**src/rtl/fb_text_writer.sv**
```systemverilog
// Write side of the 80x60 glyph frame buffer: places characters at the cursor with a
// read-modify-write of the shared 16-bit word, handles newline/CR/backspace and full clears.
`timescale 1ns/1ps
module fb_text_writer #(
    parameter int                    ADDR_WIDTH   = 16,
    parameter logic [ADDR_WIDTH-1:0] FB_START     = 16'h3000,
    parameter int                    SCREEN_WIDTH = 40,
    parameter int                    NUM_ROWS     = 60,
    parameter logic [7:0]            BLANK_GLYPH  = 8'h00
) (
    input  logic                  clk,
    input  logic                  reset,
    input  logic [7:0]            char_in,
    input  logic                  char_valid,
    output logic                  char_ready,
    input  logic                  clear_req,
    input  logic [15:0]           mem_out,
    output logic [ADDR_WIDTH-1:0] addr_out,
    output logic [15:0]           mem_in,
    output logic                  we,
    output logic [6:0]            cursor_col,
    output logic [5:0]            cursor_row
);

    localparam logic [2:0] S_IDLE  = 3'd0;
    localparam logic [2:0] S_READ  = 3'd1;
    localparam logic [2:0] S_MERGE = 3'd2;
    localparam logic [2:0] S_WRITE = 3'd3;
    localparam logic [2:0] S_CLEAR = 3'd4;

    localparam int         CLEAR_WORDS = SCREEN_WIDTH * NUM_ROWS;
    localparam logic [11:0] CLEAR_LAST = 12'(CLEAR_WORDS - 1);
    localparam logic [6:0]  LAST_COL   = 7'(2 * SCREEN_WIDTH - 1);
    localparam logic [5:0]  LAST_ROW   = 6'(NUM_ROWS - 1);

    logic [2:0]            state;
    logic [7:0]            glyph;
    logic [11:0]           clear_cnt;
    logic [ADDR_WIDTH-1:0] word_addr;
    logic [5:0]            next_row;

    assign char_ready = (state == S_IDLE);

    // Two glyphs share a word, so the column's upper bits pick the word and bit 0 the byte.
    always_comb begin
        word_addr = FB_START
                  + ADDR_WIDTH'(cursor_row) * ADDR_WIDTH'(SCREEN_WIDTH)
                  + ADDR_WIDTH'(cursor_col[6:1]);
        next_row  = (cursor_row == LAST_ROW) ? 6'd0 : cursor_row + 6'd1;
    end

    always_ff @(posedge clk or negedge reset) begin
        if (!reset) begin
            state      <= S_IDLE;
            addr_out   <= FB_START;
            mem_in     <= '0;
            we         <= 1'b0;
            cursor_col <= '0;
            cursor_row <= '0;
            glyph      <= '0;
            clear_cnt  <= '0;
        end else begin
            case (state)
                S_IDLE: begin
                    if (clear_req) begin
                        state     <= S_CLEAR;
                        addr_out  <= FB_START;
                        mem_in    <= {BLANK_GLYPH, BLANK_GLYPH};
                        we        <= 1'b1;
                        clear_cnt <= '0;
                    end else if (char_valid) begin
                        case (char_in)
                            8'h0A: begin
                                cursor_col <= '0;
                                cursor_row <= next_row;
                            end
                            8'h0D: cursor_col <= '0;
                            8'h08: begin
                                if (cursor_col != 7'd0)
                                    cursor_col <= cursor_col - 7'd1;
                            end
                            default: begin
                                glyph    <= char_in;
                                addr_out <= word_addr;
                                state    <= S_READ;
                            end
                        endcase
                    end
                end
                S_READ: state <= S_MERGE;
                S_MERGE: begin
                    // The RAM read issued in READ is visible now; keep the neighbouring glyph.
                    mem_in <= cursor_col[0] ? {mem_out[15:8], glyph} : {glyph, mem_out[7:0]};
                    we     <= 1'b1;
                    state  <= S_WRITE;
                end
                S_WRITE: begin
                    we    <= 1'b0;
                    state <= S_IDLE;
                    if (cursor_col == LAST_COL) begin
                        cursor_col <= '0;
                        cursor_row <= next_row;
                    end else begin
                        cursor_col <= cursor_col + 7'd1;
                    end
                end
                S_CLEAR: begin
                    if (clear_cnt == CLEAR_LAST) begin
                        we         <= 1'b0;
                        cursor_col <= '0;
                        cursor_row <= '0;
                        state      <= S_IDLE;
                    end else begin
                        addr_out  <= addr_out + 1'b1;
                        clear_cnt <= clear_cnt + 12'd1;
                    end
                end
                default: begin
                    we    <= 1'b0;
                    state <= S_IDLE;
                end
            endcase
        end
    end

endmodule
```
**config.mk**
```make
export PLATFORM = sky130hd
export DESIGN_NAME = fb_text_writer
export DESIGN_NICKNAME = d
export VERILOG_FILES = /design/src/rtl/fb_text_writer.sv
export SDC_FILE = /design/constraint.sdc
export NUM_CORES = 1
export LEC_CHECK = 0
export CAP_MARGIN = 20
export CORE_MARGIN = 3
export CORE_UTILIZATION = 50
export CTS_BUF_LIST = sky130_fd_sc_hd__clkbuf_8
export CTS_CLUSTER_SIZE = 20
export DETAILED_ROUTE_END_ITERATION = 16
export PLACE_DENSITY = 0.79
export SYNTH_ARGS = -nofsm -noshare
export SYNTH_HDL_FRONTEND = slang
export SYNTH_SLANG_ARGS = --single-unit
```
**constraint.sdc**
```tcl
create_clock -name clk -period 2.6 [get_ports clk]
set_input_delay 0.52 -clock clk [delete_from_list [all_inputs] [get_ports clk]]
set_output_delay 0.52 -clock clk [all_outputs]
set_load 0.1 [all_outputs]
```
==> key figures <==
CTS
  • TritonCTS clock tree: built
  • Worst-path clk slew: 80 ps
  • Root buffer cell: clkbuf_8
  • Skew-Pair Late Insertion Delay: 350 ps
  • Htree depth: 3
  • Count of hold buffers inserted by post-cts repair: 0
  • Maximum clock path buffer count: 2
  • Total clock buffers created by CTS: 9
  • Clock sink count: 69

Worst hold path
  • Worst hold-check path type: in2async

Pwr
  • Net switching share of the total power: 0.558
  • Total net switching power: 4.14 mW
  • Lkg Pwr: 2.36 nW
  • Combinational power share: 0.630
  • Internal portion of total power: 3.27 mW
  • Power per cell area: 1370 nW/um2
  • IR Drop Worst-Case VDD: 0.963 mV
  • Part of the power in the clock network: 0.121
  • Power share of the sequential group: 0.249

Critical path
  • Crit path depth: 10
  • Cell depth of the worst flop-to-flop path: 10
  • Reg-to-reg critical path startpoint: cursor_row[3]$_DFFE_PN0P_
  • Worst EP required: 2890 ps
  • Ordered cell list for the critical path: ha_4, ha_4, inv_2, fa_2, nand2b_4, a21oi_2, xnor2_1, or4bb_1, a311oi_1, a21o_1
  • Number of buffers and inverters on the critical path: 1
  • Slowest-stage cell, CP: dfrtp_4
  • Critical Path End Type: register
  • Largest stage delay on the critical path: 510 ps
  • Source of the critical timing path: cursor_row[3]$_DFFE_PN0P_
  • CP most frequent cell: ha_4
  • Crit path DAT: 2930 ps
  • Critical-path maximum fanout: 3
  • Minimum setup slack among reg-to-reg paths: -40 ps
  • Termination of the worst setup path: addr_out[11]$_DFFE_PN0P_
  • Startpoint Class: register
  • Cell family contributing the most delay on the critical path: adder cells
  • Path type of the worst setup path: reg2reg
  • Endpoint of the worst register-to-register path: addr_out[11]$_DFFE_PN0P_

STA
  • Min cycle time layout: 2640 ps
  • Slew Viols, Final: 0
  • Worst hold slack: 53.3 ps
  • RSZ-0062 raised after global routing: true
  • Final setup margin: -41.0 ps
  • Ratio of final minimum period to clock period: 1.02
  • Sum of negative setup slack: -41.0 ps
  • Max Freq: 379 MHz
  • Worst max-slew margin expressed relative to the limit: 0.397
  • Final Skew: 13.0 ps
  • Final count of hold timing violations: 0
  • Worst-margin pin slew: 905 ps
  • Final setup violation count: 1

Yosys
  • Synth area leader: dfrtp_1
  • Synthesized netlist net count: 508
  • Seq/Total Area, Yosys: 0.412
  • Netlist area before placement: 4200 um2
  • Main area contributors after synthesis: dfrtp_1, o21ai_0, ha_1
  • Number of enable flip-flop cells after synthesis: 0
  • Fraction of registers with async set/reset: 1.00
  • Top-area cell type share of the netlist area: 0.399
  • Synthesized netlist cell count: 461
  • Synthesized area per cell: 9.11 um2
  • Synthesis-stage register bit count: 69
  • Predominant post-synthesis flop cell: dfrtp_1
  • Ys Warns: 0
  • Leading cell types by count after synthesis: dfrtp_1, nor2_1, o21ai_0, nand3_1, nand2_1
  • Most frequent cell after synthesis: dfrtp_1
  • Number of unique standard cell types used by synthesis: 65

Detailed routing
  • First DRT Iteration DRCs: 222
  • Detail Route Antenna Nets: 0
  • Via total after detailed routing: 3882
  • DRT Wirelength: 11000 um
  • Average via count per standard cell: 5.86
  • DRC violation count after routing: 0
  • Length of the first detailed-routing pass in iterations: 5
  • Post-detailed-route wirelength per cell: 16.5 um

Global routing
  • Vias in the first global route: 3821
  • Wire length of the first global-routing pass: 18100 um
  • Pin count of the biggest net entering global routing: 34
  • GRT Util Overall: 0.230
  • Global route overflow: 0
  • Initial antenna violation count: 0

Run status
  • Violations in the final reports: setup timing
  • Status: finished with violations

Floorplanning
  • Die X-Extent: 97.7 um
  • Die area: 9540 um2
  • Die Y: 97.7 um
  • Initial core utilization: 0.530
  • Total core area: 7930 um2
  • Row cnt: 32
  • Top-level port count: 75

Placed design
  • GP Congestion: 0.859
  • Half-perimeter wire length of the detailed placement result: 8100 um
  • Count of input and output buffers: 74

Final layout
  • Share of final-layout standard cells stronger than drive strength 1: 0.244
  • Antenna diode instance count: 0
  • Final Util: 0.683
  • Post-synthesis to final-layout area growth: 28.9%
  • Post-layout net count: 603

Run
  • Count of max-cap constraint violations: 0
worst min path at each step:
stage          startpoint                         to  slack [ps]  cells after the start
6_report            reset  cursor_row[0]$_DFFE_PN0P_          50                      1
5_1_grt             reset  cursor_row[0]$_DFFE_PN0P_          60                      1
4_1_cts             reset  cursor_row[0]$_DFFE_PN0P_          60                      1
3_5_place_dp        reset  cursor_row[0]$_DFFE_PN0P_         430                      1
3_3_place_gp        reset  cursor_row[0]$_DFFE_PN0P_         430                      1
2_1_floorplan       reset    addr_out[0]$_DFFE_PN0P_         220                      0
registers in the layout (all words and copies together) (netlist names):
signal,flops
addr_out,16
mem_in,16
clear_cnt,12
glyph,8
cursor_col,7
cursor_row,6
state,3
we,1
worst register-to-register path, stage by stage, from the launching register on:
cell	delay (ps)
dfrtp_4	510
ha_4	280
ha_4	120
inv_2	40
fa_2	360
nand2b_4	150
a21oi_2	120
xnor2_1	150
or4bb_1	490
a311oi_1	270
a21o_1	110
kinds of logic (layout without fill, tap and decap cells):
group / count (synthesis) / count (layout) / synth area share
AOI/OAI and AO/OA: 117 / 117 / 0.172
xor gates and xnor gates: 17 / 17 / 0.0387
adders and majority gates: 19 / 19 / 0.0602
buffers and inverters: 35 / 135 / 0.0354
DFF: 69 / 69 / 0.412
muxes: 26 / 26 / 0.0646
and+or+nand+nor: 178 / 178 / 0.217
power by group through the flow:
stage | sequential (mW) | clock, mW | combinational, mW
floorplan | 3.59 | 0 | 1.67
global placement | 1.83 | 0 | 4.55
detailed placement | 1.86 | 0 | 4.64
CTS | 1.84 | 0.906 | 4.66
global route | 1.90 | 0.961 | 4.97
finish | 1.85 | 0.895 | 4.67
per-layer routing:
| metal | track usage | share of wire | up-vias | routed length [um] |
|---|---|---|---|---|
| li1 | - | - | 1864 | - |
| met1 | 0.291 | 0.43 | 1873 | 4750 |
| met2 | 0.395 | 0.50 | 125 | 5500 |
| met3 | 0.0488 | 0.051 | 20 | 556 |
| met4 | 0.0650 | 0.015 | 0 | 170 |
| met5 | 0 | 0 | - | 0 |
cell type report:
type	count	area, um2
flip-flops and latches	69	1750
inverters	15	60.1
repair buffers	104	881
well taps	102	128
clock buffers	10	138
clock inverters	6	63.8
fillers	618	2510
multi-input cells	357	2400
stage by stage:
step | setup slack (ps) | cells | instance area, um2 | power, mW
2_1_floorplan | -190 | 461 | 4270 | 5.26
3_3_place_gp | 9.14 | 645 | 5170 | 6.39
3_5_place_dp | -46.8 | 645 | 5170 | 6.50
4_1_cts | -39.5 | 663 | 5390 | 7.40
5_1_grt | -132 | 663 | 5420 | 7.83
6_report | -41.0 | 663 | 5420 | 7.41
repair_timing:
action / in CTS / in global routing
setup endpoints to repair: 1 / 3
resized for setup: 0 / 4
pin swaps: 3 / 3
buffers inserted: 2 / 0
cells in the final DEF (no fill, tap or decap), types with 4 or more instances in the layout:
master	count
a21oi_1	24
xnor2_1	5
clkdlybuf4s50_1	26
mux2i_1	17
o21ai_0	46
a31oi_1	10
nand2_1	35
a22o_1	5
o31ai_1	4
nor2_1	47
inv_1	14
and3_1	9
mux2_2	9
xor2_1	11
clkinvlp_4	5
dfrtp_4	4
dfrtp_1	60
buf_4	74
nand3_1	38
nand4_1	9
clkbuf_8	10
ha_1	14
(Power assumes the default switching activity.)
